### src/rtl/pe_unit_affine.sv
// -----------------------------------------------------------------------------
// pe_unit_affine
// Smith-Waterman processing element with affine gap scoring (Gotoh H/E/F).
// Each valid beat computes one local-alignment cell, registers it with a
// one-cycle latency, and keeps a running best score plus its column index.
// One instance per array column, daisy-chained to its neighbours.
//
// Ports:
//   clk, reset            clock; asynchronous active-low reset
//   start                 synchronous clear of column counter and best tracking
//   in_valid              cell inputs valid this cycle
//   ref_base, qry_base    reference base and the query base held by this PE
//   h_diag, h_up, h_left  H scores of the diagonal, upper and left neighbours
//   e_left, f_up          E of the left neighbour, F of the upper neighbour
//   pos_diag/up/left      origin tags of the three sources
//   out_valid             outputs updated this cycle
//   h_out, e_out, f_out   cell H/E/F
//   h_prev                previous h_out (diagonal feed for the next PE)
//   out_pos, out_dir      origin tag and traceback code of the winning source
//   best_score, best_col  max h_out since last start and its column
// -----------------------------------------------------------------------------
module pe_unit_affine #(
    parameter int SCORE_W  = 8,
    parameter int BASE_W   = 3,
    parameter int POS_W    = 3,
    parameter int COL_W    = 10,
    parameter int MATCH    = 2,
    parameter int MISMATCH = 1,
    parameter int GAP_OPEN = 2,
    parameter int GAP_EXT  = 1
) (
    input  logic               clk,
    input  logic               reset,
    input  logic               start,
    input  logic               in_valid,
    input  logic [BASE_W-1:0]  ref_base,
    input  logic [BASE_W-1:0]  qry_base,
    input  logic [SCORE_W-1:0] h_diag,
    input  logic [SCORE_W-1:0] h_up,
    input  logic [SCORE_W-1:0] h_left,
    input  logic [SCORE_W-1:0] e_left,
    input  logic [SCORE_W-1:0] f_up,
    input  logic [POS_W-1:0]   pos_diag,
    input  logic [POS_W-1:0]   pos_up,
    input  logic [POS_W-1:0]   pos_left,
    output logic               out_valid,
    output logic [SCORE_W-1:0] h_out,
    output logic [SCORE_W-1:0] h_prev,
    output logic [SCORE_W-1:0] e_out,
    output logic [SCORE_W-1:0] f_out,
    output logic [POS_W-1:0]   out_pos,
    output logic [1:0]         out_dir,
    output logic [SCORE_W-1:0] best_score,
    output logic [COL_W-1:0]   best_col
);

    // Two guard bits: one for the carry of a sum, one for the sign of a
    // difference, so neither can wrap before it is clamped.
    localparam int IW = SCORE_W + 2;
    typedef logic signed [IW-1:0] sint_t;

    typedef enum logic [1:0] {
        DIR_ZERO = 2'b00,
        DIR_DIAG = 2'b01,
        DIR_UP   = 2'b10,
        DIR_LEFT = 2'b11
    } dir_t;

    localparam sint_t SCORE_MAX = sint_t'((1 << SCORE_W) - 1);

    function automatic sint_t widen(input logic [SCORE_W-1:0] v);
        return sint_t'({2'b00, v});
    endfunction

    // Floor at 0 and clamp to the largest representable score.
    function automatic logic [SCORE_W-1:0] clamp(input sint_t v);
        if (v < 0)
            return '0;
        if (v > SCORE_MAX)
            return SCORE_MAX[SCORE_W-1:0];
        return v[SCORE_W-1:0];
    endfunction

    sint_t              subst;
    logic [SCORE_W-1:0] d_val, e_open, e_ext, e_val, f_open, f_ext, f_val, h_val;
    dir_t               dir_val;
    logic [POS_W-1:0]   pos_val;
    logic [COL_W-1:0]   col_cnt, col_idx;
    logic [SCORE_W-1:0] best_base;

    // NOTE: every combinational output gets a default before any branch, so no
    // path leaves a variable unassigned and no latch is inferred.
    always_comb begin
        subst   = (ref_base == qry_base) ? sint_t'(MATCH) : -sint_t'(MISMATCH);
        d_val   = clamp(widen(h_diag) + subst);
        e_open  = clamp(widen(h_left) - sint_t'(GAP_OPEN));
        e_ext   = clamp(widen(e_left) - sint_t'(GAP_EXT));
        e_val   = (e_open >= e_ext) ? e_open : e_ext;
        f_open  = clamp(widen(h_up) - sint_t'(GAP_OPEN));
        f_ext   = clamp(widen(f_up) - sint_t'(GAP_EXT));
        f_val   = (f_open >= f_ext) ? f_open : f_ext;

        h_val   = '0;
        dir_val = DIR_ZERO;
        pos_val = '1;
        // Comparison order realises the tie priority diag > up > left.
        if (d_val >= f_val && d_val >= e_val) begin
            h_val   = d_val;
            dir_val = DIR_DIAG;
            pos_val = pos_diag;
        end else if (f_val >= e_val) begin
            h_val   = f_val;
            dir_val = DIR_UP;
            pos_val = pos_up;
        end else begin
            h_val   = e_val;
            dir_val = DIR_LEFT;
            pos_val = pos_left;
        end
        // A zero cell is a fresh local-alignment start, whatever source tied.
        if (h_val == '0) begin
            dir_val = DIR_ZERO;
            pos_val = '1;
        end
    end

    // start in the same cycle as a valid cell processes it as column 0 and
    // compares it against a cleared best.
    assign col_idx   = start ? '0 : col_cnt;
    assign best_base = start ? '0 : best_score;

    // NOTE: sequential state uses non-blocking assignments so every register
    // samples the pre-edge values, independent of statement order.
    always_ff @(posedge clk or negedge reset) begin
        if (!reset) begin
            out_valid  <= 1'b0;
            h_out      <= '0;
            h_prev     <= '0;
            e_out      <= '0;
            f_out      <= '0;
            out_pos    <= '1;
            out_dir    <= DIR_ZERO;
            best_score <= '0;
            best_col   <= '0;
            col_cnt    <= '0;
        end else begin
            out_valid <= in_valid;
            if (start) begin
                col_cnt    <= '0;
                best_score <= '0;
                best_col   <= '0;
            end
            if (in_valid) begin
                h_prev  <= h_out;
                h_out   <= h_val;
                e_out   <= e_val;
                f_out   <= f_val;
                out_dir <= dir_val;
                out_pos <= pos_val;
                col_cnt <= col_idx + COL_W'(1);
                // Strictly greater: ties keep the earliest column.
                if (h_val > best_base) begin
                    best_score <= h_val;
                    best_col   <= col_idx;
                end
            end
        end
    end

endmodule

### config.mk
export PLATFORM = sky130hd
export DESIGN_NAME = pe_unit_affine
export DESIGN_NICKNAME = d
export VERILOG_FILES = /design/src/rtl/pe_unit_affine.sv
export SDC_FILE = /design/constraint.sdc
export NUM_CORES = 1
export LEC_CHECK = 0
export ABC_AREA = 0
export BUFFER_PORTS_ARGS = -buffer_cell sky130_fd_sc_hd__buf_2
export CORE_MARGIN = 2
export CORE_UTILIZATION = 42
export DETAILED_ROUTE_END_ITERATION = 8
export PLACE_DENSITY_LB_ADDON = 0.25
export SETUP_SLACK_MARGIN = 0.2
export SLEW_MARGIN = 40
export SYNTH_ARGS = -nofsm -noshare
export SYNTH_HDL_FRONTEND = slang
export SYNTH_SLANG_ARGS = --single-unit
### constraint.sdc
create_clock -name clk -period 2.25 [get_ports clk]
set_input_delay 0.45 -clock clk [delete_from_list [all_inputs] [get_ports clk]]
set_output_delay 0.45 -clock clk [all_outputs]
set_load 0.02 [all_outputs]
==> results.yml <==
placement:
  pre_cts_slack_ns: -4.206
  io_buffers: 114
  place_congestion: 0.9608
  hpwl_mm: 14.71
clock_network:
  ctsHoldBuffers: 0
  clock-sinks: 66
  clk_pin_slew_ns: 0.06
  htree_levels: 3
  cts_buffer_depth: 2
  clk_latency_ns: 0.33
  numCtsBuffers: 9
  cts_root_buf: "clkbuf_16"
  cts_tree: "built"
logic_synthesis:
  ys.warnings.count: 0
  synthesis.instances: 678
  avgSynthCellArea_um2: 8.786
  synth_nets: 801
  synth_ff_type: "dfrtp_1"
  async_reset_ff_share_pct: 100.0
  syn-cell-area_um2: 5957
  ys_types: 79
  ys_ff_latch: 66
  synth_seq_area_share_pct: 27.79
  synth_edf_count: 0
timing:
  fmax_ghz: 0.1595
  maxSlewHeadroom_pct: 65.95
  min_period_over_period_pct: 278.7
  hold_viol_final: 0
  finalSetupViolations: 47
  grt_setup_unrepaired: "yes"
  period_needed_ns: 6.271
  setup_ws_ns: -4.021
  clock_skew_ns: 0.007649
  worst_pin_slew_ns: 0.5060
  slew_viol_final: 0
grt:
  grt_remaining_overflow: 0
  grt_pass1_vias: 7030
  grt_antenna_before_repair: 0
  grt_pass1_wl_mm: 34.35
  grt_max_degree: 48
  grt.total_usage_pct: 28.60
floorplanning:
  ios: 115
  initial_utilization_pct: 42.92
  coreArea_um2: 13880
  die_x_um: 123.1
  num_rows: 43
  die_h_um: 123.1
  dieArea_um2: 15150
critical_path:
  path_class: "primary input to flip-flop"
  critPathMaxStageDelay_ns: 0.53
  crit_fanout: 6
  crit_required_ns: 2.46
  crit_path_top_delay_cell: "or4_4"
  start_kind: "primary input"
  endpoint_kind: "flip-flop"
  cp.arrival_ns: 6.48
finish:
  filler_cell_count: 921
  layout-drive-gt1-share_pct: 52.70
  final_util_pct: 71.95
  area.growth.synth_to_final_pct: 67.65
  layout_commonest_cell: "buf_4"
  multi_input_area_um2: 4847
  final-seq-area_um2: 1655
  final_cell_mix: "buf_4, buf_2, dfrtp_1"
  fin_nets: 1154
  antenna_cells: 0
detailed_routing:
  drt_iter0_markers: 480
  wl_per_cell_um: 18.83
  drc: 0
  via_per_inst: 5.761
  routed-via-count: 7005
  wl_mm: 22.90
  dr.pass1.iters: 5
  ant_nets: 0
power_and_ir_drop:
  switchingPower_mw: 3.820
  pwr-share-comb_pct: 65.2
  ir_drop_v: 0.0005699
  leakagePower_nw: 4.727
  internal_power_mw: 5.485
  seq_power_share_pct: 18.2
  pwr-share-clk_pct: 16.6
  swShare_pct: 41.06
  power.density_nw_per_um2: 931.7
min_path:
  hp-class: "primary input to async pin"
status:
  violations: "setup timing"
  outcome: "complete, but fails checks"
flow_run:
  cap_violations: 0
==> kinds of logic after synthesis <==
group | synth area share, %
XOR/XNOR | 3.088
AND/OR/NAND/NOR | 19.39
buffers and inverters | 4.411
flip-flops | 27.79
adder cells (fa/ha/maj) | 13.44
AO/OA/AOI/OAI | 22.71
multiplexers | 9.179
==> synthesized netlist by cell type (all sizes together), types with 6 or more instances <==
cell type	n	share of area, %
a211oi	11	1.6
nor2b	10	1.1
nor3	19	1.7
ha	64	13
a21oi	49	4.2
a21o	12	1.5
and2	11	1.2
buf	8	0.57
xnor2	13	1.9
nand2b	21	2.2
a211o	6	0.90
o21a	10	1.3
o211ai	12	1.6
mux2i	27	5.0
a31oi	9	1.3
nand3	12	1.0
nor2	65	4.1
or4	7	1.1
o31ai	7	0.88
dfrtp	63	26
mux2	22	4.2
xor2	8	1.2
nand2	43	2.8
clkbuf	13	0.82
o21ai	32	2.7
inv	48	3.0
==> timing repair <==
item,4_1_cts,5_1_grt
cloned,2,0
setup buffers,37,15
setup endpoints to repair,47,47
pin swaps,48,12
resized for setup,136,41
==> registers in the layout, indices dropped and copies added, names as in the netlist <==
register and flops:
col_cnt 10, out_dir 2, f_out 8, e_out 8, out_valid 1, out_pos 3, h_prev 8, best_col 10
best_score 8, h_out 8
==> metrics by stage <==
stage | setup TNS [ns] | instance area, µm² | power (mW) | instances | hold WS, ns
floorplan | -118.78 | 6215 | 4.236 | 678 | 0.1544
global placement | -133.84 | 8394 | 5.870 | 1146 | 0.4274
detailed placement | -138.32 | 8394 | 6.004 | 1146 | 0.4297
CTS | -112.97 | 9674 | 8.665 | 1201 | 0.08283
global route | -131.57 | 9987 | 9.699 | 1216 | 0.1065
finish | -123.94 | 9987 | 9.305 | 1216 | 0.07518
==> layout make-up <==
cell class                 instances  area share, %
inverter                          48          1.804
sequential                        66          16.57
clock inverter                     7          1.027
tap                              180          2.255
clock buffer                       9          2.255
timing repair buffer             363          27.55
multi-input combinational        543          48.53
==> power groups by stage <==
stage	Combinational [mW]	Sequential, mW	Clock [mW]
after CTS	5.44	1.68	1.54
after floorplan	2.21	2.03	0
after detailed placement	4.30	1.70	0
after global routing	6.38	1.72	1.60
after global placement	4.19	1.68	0
final	6.07	1.70	1.54
==> critical path: cells and delay by family <==
| kind | cells | cell delay [ns] |
|---|---|---|
| compound gates | 14 | 2.30 |
| fa+ha+maj | 3 | 0.69 |
| buf+inv | 8 | 1.05 |
| mux | 2 | 0.49 |
| simple gates | 6 | 1.49 |
==> path summary, 6_finish.rpt <==
check,endpoint,cells past startpoint,slack (ns),startpoint
max in group asynchronous,out_pos[0],2,1.51,reset
min in group clk,out_pos[1],4,0.48,pos_diag[1]
worst max register to register,best_col[0],12,-0.04,best_score[1]
worst min-delay path,e_out[4],1,0.08,reset
worst max-delay path,best_col[0],33,-4.02,h_left[3]
worst min register to register,h_prev[7],1,0.50,h_prev[7]
==> per-layer routing <==
metal	global-route usage, %	vias up	wire length (µm)	part of all wire [%]
met5	0	-	0	0
met4	12.78	0	916	4.0
met3	4.105	95	1301	5.7
met2	50.97	301	11720	51
met1	34.01	3405	8964	39
li1	-	3204	-	-
Note: power is estimated with default switching activity, not from simulation.
